## src/rtl/multicycle_control_pkg.sv

```systemverilog
// Shared encodings for the multicycle MIPS main control FSM and the ALU decoder.
package multicycle_control_pkg;

  localparam logic [5:0] OP_RTYPE = 6'b000000;
  localparam logic [5:0] OP_LW    = 6'b100011;
  localparam logic [5:0] OP_SW    = 6'b101011;
  localparam logic [5:0] OP_BEQ   = 6'b000100;
  localparam logic [5:0] OP_ADDI  = 6'b001000;
  localparam logic [5:0] OP_J     = 6'b000010;

  localparam logic [3:0] S_FETCH    = 4'd0;
  localparam logic [3:0] S_DECODE   = 4'd1;
  localparam logic [3:0] S_MEMADR   = 4'd2;
  localparam logic [3:0] S_MEMREAD  = 4'd3;
  localparam logic [3:0] S_MEMWB    = 4'd4;
  localparam logic [3:0] S_MEMWRITE = 4'd5;
  localparam logic [3:0] S_EXECUTE  = 4'd6;
  localparam logic [3:0] S_ALUWB    = 4'd7;
  localparam logic [3:0] S_BRANCH   = 4'd8;
  localparam logic [3:0] S_ADDIEX   = 4'd9;
  localparam logic [3:0] S_ADDIWB   = 4'd10;
  localparam logic [3:0] S_JUMP     = 4'd11;

  localparam logic [1:0] ALUOP_ADD   = 2'b00;
  localparam logic [1:0] ALUOP_SUB   = 2'b01;
  localparam logic [1:0] ALUOP_FUNCT = 2'b10;

  localparam logic [1:0] ALUSRCB_B      = 2'b00;
  localparam logic [1:0] ALUSRCB_FOUR   = 2'b01;
  localparam logic [1:0] ALUSRCB_IMM    = 2'b10;
  localparam logic [1:0] ALUSRCB_IMM_SH = 2'b11;

  localparam logic [1:0] PCSRC_ALURESULT = 2'b00;
  localparam logic [1:0] PCSRC_ALUOUT    = 2'b01;
  localparam logic [1:0] PCSRC_JUMP      = 2'b10;

  typedef struct packed {
    logic       iord;
    logic       mem_write;
    logic       ir_write;
    logic       reg_dst;
    logic       mem_to_reg;
    logic       reg_write;
    logic       alu_src_a;
    logic [1:0] alu_src_b;
    logic [1:0] alu_op;
    logic [1:0] pc_src;
    logic       pc_write;
    logic       branch;
  } ctrl_t;

endpackage

```

## src/rtl/multicycle_control_outdec.sv

```systemverilog
// Moore output decode: maps a state code to the full datapath control bundle.
module multicycle_ctrl_outdec
  import multicycle_control_pkg::*;
(
  input  logic [3:0] i_state,
  output ctrl_t      o_ctrl
);

  always_comb begin
    o_ctrl = '0;
    case (i_state)
      S_FETCH: begin
        o_ctrl.ir_write  = 1'b1;
        o_ctrl.alu_src_b = ALUSRCB_FOUR;
        o_ctrl.alu_op    = ALUOP_ADD;
        o_ctrl.pc_src    = PCSRC_ALURESULT;
        o_ctrl.pc_write  = 1'b1;
      end
      // Branch target is precomputed here so BRANCH can load it from ALUOut.
      S_DECODE: begin
        o_ctrl.alu_src_b = ALUSRCB_IMM_SH;
        o_ctrl.alu_op    = ALUOP_ADD;
      end
      S_MEMADR, S_ADDIEX: begin
        o_ctrl.alu_src_a = 1'b1;
        o_ctrl.alu_src_b = ALUSRCB_IMM;
        o_ctrl.alu_op    = ALUOP_ADD;
      end
      S_MEMREAD: o_ctrl.iord = 1'b1;
      S_MEMWB: begin
        o_ctrl.mem_to_reg = 1'b1;
        o_ctrl.reg_write  = 1'b1;
      end
      S_MEMWRITE: begin
        o_ctrl.iord      = 1'b1;
        o_ctrl.mem_write = 1'b1;
      end
      S_EXECUTE: begin
        o_ctrl.alu_src_a = 1'b1;
        o_ctrl.alu_src_b = ALUSRCB_B;
        o_ctrl.alu_op    = ALUOP_FUNCT;
      end
      S_ALUWB: begin
        o_ctrl.reg_dst   = 1'b1;
        o_ctrl.reg_write = 1'b1;
      end
      S_BRANCH: begin
        o_ctrl.alu_src_a = 1'b1;
        o_ctrl.alu_src_b = ALUSRCB_B;
        o_ctrl.alu_op    = ALUOP_SUB;
        o_ctrl.pc_src    = PCSRC_ALUOUT;
        o_ctrl.branch    = 1'b1;
      end
      S_ADDIWB: o_ctrl.reg_write = 1'b1;
      S_JUMP: begin
        o_ctrl.pc_src   = PCSRC_JUMP;
        o_ctrl.pc_write = 1'b1;
      end
      default: o_ctrl = '0;
    endcase
  end

endmodule

```

## src/rtl/multicycle_control.sv

```systemverilog
// Main control FSM for the multicycle MIPS datapath: state register, next-state
// logic, reset gating of the write enables and the PC enable.
module multicycle_control
  import multicycle_control_pkg::*;
(
  input  logic       clk,
  input  logic       reset,
  input  logic [5:0] Op,
  input  logic       Zero,
  output logic       IorD,
  output logic       MemWrite,
  output logic       IRWrite,
  output logic       RegDst,
  output logic       MemtoReg,
  output logic       RegWrite,
  output logic       ALUSrcA,
  output logic [1:0] ALUSrcB,
  output logic [1:0] ALUOp,
  output logic [1:0] PCSrc,
  output logic       PCEn,
  output logic [3:0] State
);

  logic [3:0] r_state;
  logic [3:0] w_next;
  logic [3:0] w_state_eff;
  ctrl_t      w_ctrl;

  always_ff @(posedge clk) begin
    if (reset) r_state <= S_FETCH;
    else       r_state <= w_next;
  end

  always_comb begin
    w_next = S_FETCH;
    case (r_state)
      S_FETCH: w_next = S_DECODE;
      S_DECODE: begin
        case (Op)
          OP_LW, OP_SW: w_next = S_MEMADR;
          OP_RTYPE:     w_next = S_EXECUTE;
          OP_BEQ:       w_next = S_BRANCH;
          OP_ADDI:      w_next = S_ADDIEX;
          OP_J:         w_next = S_JUMP;
          default:      w_next = S_FETCH;
        endcase
      end
      S_MEMADR:  w_next = (Op == OP_SW) ? S_MEMWRITE : S_MEMREAD;
      S_MEMREAD: w_next = S_MEMWB;
      S_EXECUTE: w_next = S_ALUWB;
      S_ADDIEX:  w_next = S_ADDIWB;
      default:   w_next = S_FETCH;
    endcase
  end

  // During reset the decode sees FETCH so mux selects settle to their fetch values.
  assign w_state_eff = reset ? S_FETCH : r_state;

  multicycle_ctrl_outdec u_outdec (
    .i_state (w_state_eff),
    .o_ctrl  (w_ctrl)
  );

  assign IorD     = w_ctrl.iord;
  assign RegDst   = w_ctrl.reg_dst;
  assign MemtoReg = w_ctrl.mem_to_reg;
  assign ALUSrcA  = w_ctrl.alu_src_a;
  assign ALUSrcB  = w_ctrl.alu_src_b;
  assign ALUOp    = w_ctrl.alu_op;
  assign PCSrc    = w_ctrl.pc_src;
  assign MemWrite = w_ctrl.mem_write & ~reset;
  assign IRWrite  = w_ctrl.ir_write & ~reset;
  assign RegWrite = w_ctrl.reg_write & ~reset;
  assign PCEn     = ~reset & (w_ctrl.pc_write | (w_ctrl.branch & Zero));
  assign State    = w_state_eff;

endmodule

```

## config.mk

```make
export PLATFORM = sky130hd
export DESIGN_NAME = multicycle_control
export DESIGN_NICKNAME = d
export VERILOG_FILES = /design/src/rtl/multicycle_control_pkg.sv /design/src/rtl/multicycle_control_outdec.sv /design/src/rtl/multicycle_control.sv
export SDC_FILE = /design/constraint.sdc
export NUM_CORES = 1
export LEC_CHECK = 0
export BUFFER_PORTS_ARGS = -buffer_cell sky130_fd_sc_hd__buf_2
export CAP_MARGIN = 20
export CORE_AREA = 2 2 39 41
export DETAILED_ROUTE_END_ITERATION = 8
export DIE_AREA = 0 0 41 43
export GPL_ROUTABILITY_DRIVEN = 0
export HOLD_SLACK_MARGIN = 0.02
export PLACE_DENSITY = 0.68
export SYNTH_ARGS = -nofsm -noshare
export SYNTH_HDL_FRONTEND = slang
export SYNTH_SLANG_ARGS = --single-unit
```

## constraint.sdc

```tcl
create_clock -name clk -period 2.8 [get_ports clk]
set_input_delay 0.42 -clock clk [delete_from_list [all_inputs] [get_ports clk]]
set_output_delay 0.42 -clock clk [all_outputs]
set_load 0.1 [all_outputs]
```

==> impl_metrics.yaml, run 1 <==
run_status:
  outcome: "finished clean"
critical_path:
  crit_slowest_cell: "dfxtp_1"
  crit_arrival_ns: 1.82
  critPathMaxStageDelay_ns: 0.65
  crit_path_end_kind: "primary output"
  ff2ff_setup_slack_ns: 1.46
  path_cells: "nand2b_1 -> nand4_1 -> a21oi_1 -> buf_2"
  path_class: "reg2out"
  cp_max_fo: 15
  cp-start-kind: "flip-flop"
  crit_required_ns: 2.38
detailed_routing:
  dr.pass1.iters: 3
  drc_errors: 0
  wl_mm: 1.222
  drtAntennaViolNets: 0
  drtIter0Drc: 5
  viasPerCell: 5.155
  vias: 567
  wl_per_cell_um: 11.11
sta:
  fmax_mhz: 445.5
  drv_slew: 0
  slew_headroom_pct: 64.25
  worst_pin_slew_ns: 0.5355
  rsz0062_at_grt: "false"
  hold_violations: 0
  setup_viol: 0
  post-route-min-period_ns: 2.245
  whs_ns: 0.5054
  period_share_pct: 80.17
  clock_skew_ns: 0.0002126
yosys:
  ys_seq_area_share_pct: 16.37
  synth_warnings: 0
  synth_cell_types: 29
  synth.top_cell.area_share_pct: 16.37
  synth_edf_count: 0
  async_flop_share_pct: 0
  netlist_instances: 70
  synth_area_um2: 489.2
  synthFlopType: "dfxtp_1"
  synthesis.nets: 79
  ys_ff_latch: 4
  synthTopCellsByArea: "dfxtp_1 (16%), nor2_1 (8.4%), and3_1 (6.4%)"
  syn_area_per_cell_um2: 6.989
  synth_top_area_cell: "dfxtp_1"
cts:
  clkTransAtPathRegs_ns: 0.04
  post-cts-setup-buffer-count: 0
  htree_levels: 1
  cts_tree: "built"
  cts_resized: 0
  clk_latency_ns: 0.23
  clock_path_buffers: 2
  clockRootBuffer: "clkbuf_4"
  clkSinkCount: 4
  cts_inserted_buffers: 3
  postCtsHoldBufs: 0
layout:
  layout-drive-gt1-share_pct: 39.36
  post-route-util_pct: 46.29
  diodes: 0
  largest_reg_flops: 4
  syn_to_final_growth_pct: 30.95
  final_nets: 105
  reg_top3: "r_state x4"
  top_register: "r_state"
worst_hold_path:
  hold_class: "in2reg"
global_routing:
  antenna_found_initial: 0
  grt_usage_pct: 16.13
  grt_overflow_total: 0
  grt_pass1_vias: 503
  grt_first_pass_wirelength_mm: 2.104
  grt_max_degree: 16
floorplan:
  io-pin-count: 27
  die_w_um: 41
  core.rowCount: 14
  die_area_mm2: 0.001763
  start_util_pct: 35.35
  die_h_um: 43
  coreArea_mm2: 0.001384
power:
  leakage_nw: 0.3121
  powerDensity_mw_per_mm2: 332.7
  ir_drop_mv: 0.1722
run:
  drv_cap: 0
placement:
  io_buffers: 26
  dp_hpwl_um: 929.2
-- power breakdown --
part | switching [mW] | leakage [nW] | internal (mW)
sequential | 0.00510 | 0.0326 | 0.0590
combinational | 0.0594 | 0.266 | 0.0194
clock | 0.0224 | 0.0138 | 0.0479
total | 0.0869 | 0.312 | 0.126
-- metal layers --
metal / track usage (%) / vias to the layer above / share of wire (%)
met5: 0 / - / 0
met4: 2.000 / 0 / 0
met3: 1.571 / 0 / 2.1
met2: 25.31 / 7 / 49
met1: 23.64 / 260 / 49
li1: - / 300 / -
-- critical path, delay by kind of cell (launching register included) --
kind                   cells  cell delay, ns
buffers and inverters      1            0.44
flip-flops                 1            0.65
AO/OA/AOI/OAI              1            0.17
AND/OR/NAND/NOR            2            0.34
-- cell type report --
type                            instances  area [µm²]
Tap cell                               16       20.02
Sequential cell                         4       80.08
Multi-Input combinational cell         59       380.4
Timing Repair Buffer                   26       130.1
Clock buffer                            3       22.52
Fill cell                             147       743.2
Inverter                                2       7.507
-- kinds of logic after synthesis --
kind of cell           after synthesis  share of synthesized area, %
AO/OA/AOI/OAI                       13                         19.44
XOR/XNOR                             3                         5.372
buffers and inverters                7                         8.951
flip-flops                           4                         16.37
AND/OR/NAND/NOR                     43                         49.88
-- cell usage in the layout, fill, tap and decap left out, types with 4 or more instances in the layout --
cell     instances
nor2_1          10
buf_2           26
and3_1           5
nand2_1          7
nor3_1           4
dfxtp_1          4
-- path summary, 6_finish.rpt --
check                               end             startpoint  cells after the start
setup / recovery               RegWrite  r_state[1]$_SDFF_PP0_                      4
hold / removal    r_state[3]$_SDFF_PP0_                  Op[4]                      4
setup reg to reg  r_state[1]$_SDFF_PP0_  r_state[1]$_SDFF_PP0_                      3
hold reg to reg   r_state[0]$_SDFF_PP0_  r_state[0]$_SDFF_PP0_                      1
-- cell usage after synthesis (2+ instances only) --
| master | n |
|---|---|
| nor2_1 | 11 |
| nand2_1 | 7 |
| dfxtp_1 | 4 |
| nand2b_1 | 3 |
| buf_4 | 2 |
| xor2_1 | 3 |
| o21ai_0 | 3 |
| buf_2 | 2 |
| nand3_1 | 2 |
| and3_1 | 5 |
| nor2b_1 | 2 |
| inv_1 | 2 |
| a21oi_1 | 3 |
| nor3_1 | 6 |
-- metrics by stage --
stage	total power [mW]	cell area (µm²)	TNS (ns)	cells	worst slack (ns)
floorplan	0.1276	504.2	-0.5726	70	-0.4740
global placement	0.1430	618.1	0	107	0.8646
detailed placement	0.1435	618.1	0	107	0.8348
CTS	0.2153	640.6	0	110	0.5785
global route	0.2252	640.6	0	110	0.4676
finish	0.2132	640.6	0	110	0.5552
(Power assumes the default switching activity.)
==> run 2: changes to the inputs <==
Clock period 2.8 ns to 2.14 ns, I/O delays scaled along.
==> run 2 against run 1 <==
Global-route usage grew 1.4 points. Largest power group unchanged. Critical endpoint is now RegDst. Critical path depth unchanged. Register-to-register slack got worse by 0.61 ns. Clock-buffer cell count did not move. Via count is 6.7% higher. Sequential cell count unchanged. Worst setup slack worse by 0.42 ns. Cell count did not move. First-iteration DRC count up 140%. Sequential power increased by 32%. Total power increased by 33%. Die area unchanged. Highest routed layer unchanged.
==> impl_metrics.yaml, run 2 (synthesized netlist as in run 1, its figures left out) <==
power:
  powerDensity_mw_per_mm2: 408.3
  ir_drop_mv: 0.1327
  leakage_nw: 0.3183
layout:
  multi_input_area_um2: 414.1
  top_register: "r_state"
  final_cell_mix: "buf_2 (24), nor2_1 (8), nand2_1 (7)"
  final_common_cell: "buf_2"
  post-route-util_pct: 50.09
  regArea_um2: 81.33
  reg_top3: "r_state x4"
  diodes: 0
  fillers: 140
  final_nets: 105
  largest_reg_flops: 4
  syn_to_final_growth_pct: 41.69
  layout-drive-gt1-share_pct: 46.81
cts:
  cts_inserted_buffers: 3
  htree_levels: 1
  clkTransAtPathRegs_ns: 0.03
  clock_path_buffers: 2
  clockRootBuffer: "clkbuf_4"
  postCtsHoldBufs: 0
  cts_tree: "built"
  clkSinkCount: 4
  post-cts-setup-buffer-count: 0
  cts_resized: 0
  clk_latency_ns: 0.23
worst_hold_path:
  hold_class: "in2reg"
sta:
  rsz0062_at_grt: "false"
  setup-tns-final_ns: 0
  slew_headroom_pct: 67.79
  worst_pin_slew_ns: 0.4866
  post-route-min-period_ns: 2.005
  period_share_pct: 93.71
  hold_violations: 0
  clock_skew_ns: 0.004369
  setup_ws_ns: 0.1347
  fmax_mhz: 498.7
  setup_viol: 0
  drv_slew: 0
detailed_routing:
  wl_met3_um: 59
  wl_met1_um: 575
  wl_mm: 1.294
  vias: 605
  dr.pass1.iters: 4
  wl_per_cell_um: 11.76
  drtAntennaViolNets: 0
  wl_met2_um: 659
  highest_layer: "met3"
  drc_errors: 0
  viasPerCell: 5.500
  drtIter0Drc: 12
placement:
  dp_hpwl_mm: 1.001
  place_ws_ns: 0.2839
  io_buffers: 26
floorplan:
  start_util_pct: 35.35
  die_area_mm2: 0.001763
  die_w_um: 41
  core.rowCount: 14
  die_h_um: 43
  coreArea_mm2: 0.001384
  io-pin-count: 27
global_routing:
  antenna_found_initial: 0
  grt_overflow_total: 0
  grt_pass1_vias: 501
  grt_usage_pct: 17.55
  grt_max_degree: 16
  grt_first_pass_wirelength_mm: 2.173
run:
  drv_cap: 0
critical_path:
  cp_max_fo: 11
  crit_required_ns: 1.82
  path_class: "reg2out"
  crit_path_end_kind: "primary output"
  crit_arrival_ns: 1.68
  cp-start-kind: "flip-flop"
run_status:
  outcome: "finished clean"
-- run 2: cell types whose count changed in the layout (fill, tap and decap cells not counted), sizes merged --
cell / change
buf: -1
clkbuf: +1
-- run 2: area by class of cell --
type                       instances  area share (%)
multi-input combinational         59           59.75
timing repair buffer              26           21.30
clock buffer                       3           3.249
tap                               16           2.888
inverter                           2           1.083
sequential                         4           11.73
-- run 2: final timing paths --
check                                            from               endpoint  slack [ns]  depth (start not counted)
worst max-delay path            r_state[0]$_SDFF_PP0_                 RegDst        0.13                          4
worst min register to register  r_state[0]$_SDFF_PP0_  r_state[0]$_SDFF_PP0_        0.62                          1
worst min-delay path                            Op[4]  r_state[3]$_SDFF_PP0_        0.42                          4
worst max register to register  r_state[2]$_SDFF_PP0_  r_state[1]$_SDFF_PP0_        0.85                          3
-- run 2: report_power, final --
| part | switching, mW | internal (mW) | leakage [nW] |
|---|---|---|---|
| Combinational | 0.0804 | 0.0281 | 0.271 |
| Clock | 0.0277 | 0.0625 | 0.0138 |
| Sequential | 0.00699 | 0.0773 | 0.0331 |
-- run 2: per-stage QoR --
step	cells	cell area (µm²)	power, mW	hold slack (ns)
floorplan	70	538.0	0.1709	0.5080
global placement	107	666.9	0.1917	0.6033
detailed placement	107	666.9	0.1926	0.6131
CTS	110	689.4	0.2845	0.4088
global route	110	693.2	0.2989	0.4610
finish	110	693.2	0.2830	0.4158
-- run 2: critical path, stage by stage (launching register included) --
cell	delay, ns
dfxtp_1	0.53
nor2b_4	0.23
nand2_1	0.13
nor3_4	0.13
buf_2	0.44
-- run 2: per-layer routing --
layer,vias to the layer above,track usage (%)
met5,-,0
met4,0,8.000
met3,0,0
met2,18,26.56
met1,283,25.00
li1,304,-
==> run 3: changes to the inputs <==
Clock period 2.14 ns to 2.4 ns, I/O delays scaled along.
==> run 3 against run 2 <==
Via count is 3.8% lower. Wire length shrank 0.46%. Sequential power is 11% lower. Sequential share of layout area up 0.43 points. Critical endpoint is now RegWrite. Largest cell class unchanged.
==> impl_metrics.yaml, run 3 (synthesized netlist as in run 1, its figures left out) <==
run_status:
  outcome: "finished clean"
critical_path:
  rr_worst_depth: 3
  cp-start-kind: "flip-flop"
  crit_arrival_ns: 1.83
  crit_required_ns: 2.04
  crit_path_end_kind: "primary output"
  cp_max_fo: 15
  path_class: "reg2out"
cts:
  htree_levels: 1
  clockRootBuffer: "clkbuf_4"
  cts_resized: 0
  clock_path_buffers: 2
  cts_tree: "built"
  clkSinkCount: 4
  clkTransAtPathRegs_ns: 0.04
  clk_latency_ns: 0.24
  post-cts-setup-buffer-count: 0
  postCtsHoldBufs: 0
  cts_inserted_buffers: 3
global_routing:
  grt_first_pass_wirelength_mm: 2.180
  grt_pass1_vias: 498
  grt_overflow_total: 0
  grt_max_degree: 16
  antenna_found_initial: 0
  grt_usage_pct: 17.40
floorplan:
  coreArea_mm2: 0.001384
  io-pin-count: 27
  die_w_um: 41
  start_util_pct: 35.35
  core.rowCount: 14
  die_h_um: 43
  die_area_mm2: 0.001763
run:
  drv_cap: 0
layout:
  diodes: 0
  final_nets: 105
  top_register: "r_state"
  fillers: 150
  final_common_cell: "buf_2"
  reg_top3: "r_state x4"
  final_cell_mix: "buf_2 (26), nor2_1 (10), nand2_1 (7)"
  syn_to_final_growth_pct: 34.53
  layout-drive-gt1-share_pct: 41.49
  largest_reg_flops: 4
power:
  ir_drop_mv: 0.1798
  finalPower_uw: 258.3
  powerDensity_mw_per_mm2: 392.4
  leakage_nw: 0.3157
sta:
  period_share_pct: 91.11
  whs_ns: 0.4360
  clock_skew_ns: 0.0002738
  post-route-min-period_ns: 2.187
  setup_viol: 0
  slew_headroom_pct: 65.82
  hold_violations: 0
  rsz0062_at_grt: "false"
  worst_pin_slew_ns: 0.5120
  drv_slew: 0
  fmax_mhz: 457.3
detailed_routing:
  wl_mm: 1.288
  drtIter0Drc: 11
  drtAntennaViolNets: 0
  dr.pass1.iters: 4
  vias: 582
  drc_errors: 0
  viasPerCell: 5.291
  wl_per_cell_um: 11.71
worst_hold_path:
  hold_class: "in2reg"
  hold_path_depth: 4
placement:
  dp_hpwl_um: 970.5
  io_buffers: 26
## run 3: cell types whose count changed in the layout (fill, tap and decap cells not counted), sizes merged
cell,change
buf,+1
clkbuf,-1
## run 3: area by class of cell
type                            instances  area [µm²]  share of cell area, %
Tap cell                               16       20.02                  3.042
Sequential cell                         4       80.08                  12.17
Clock buffer                            3       22.52                  3.422
Inverter                                2       7.507                  1.141
Multi-Input combinational cell         59       397.9                  60.46
Timing Repair Buffer                   26       130.1                  19.77
## run 3: critical path, stage by stage, from the launching register on
cell and delay [ns]:
dfxtp_1 0.63, nand2b_1 0.24, nand4_1 0.11, a21oi_1 0.17, buf_2 0.44
## run 3: metrics by stage
step	instance area, µm²	worst slack, ns	setup TNS (ns)	utilization [%]	instances
after floorplan	521.8	-0.4345	-0.5897	-	70
after global placement	635.6	0.4946	0	45.93	107
after detailed placement	635.6	0.4730	0	45.93	107
after CTS	658.1	0.2077	0	47.56	110
after global routing	658.1	0.08190	0	47.56	110
final	658.1	0.2134	0	47.56	110
## run 3: final timing paths
check                              from               endpoint  slack (ns)
setup / recovery  r_state[1]$_SDFF_PP0_               RegWrite        0.21
setup reg to reg  r_state[1]$_SDFF_PP0_  r_state[1]$_SDFF_PP0_        1.10
hold reg to reg   r_state[0]$_SDFF_PP0_  r_state[0]$_SDFF_PP0_        0.62
hold / removal                    Op[4]  r_state[3]$_SDFF_PP0_        0.44
## run 3: layer usage
layer | share of wire [%] | track usage [%] | vias up
met1 | 47 | 26.03 | 273
li1 | - | - | 296
met4 | 0 | 6.000 | 0
met3 | 4.8 | 4.712 | 0
met5 | 0 | 0 | -
met2 | 48 | 23.13 | 13
## run 3: power breakdown
group | switching (mW) | internal [mW] | total (mW)
sequential | 0.00608 | 0.0688 | 0.0749
combinational | 0.0710 | 0.0243 | 0.0953
clock | 0.0319 | 0.0562 | 0.0881
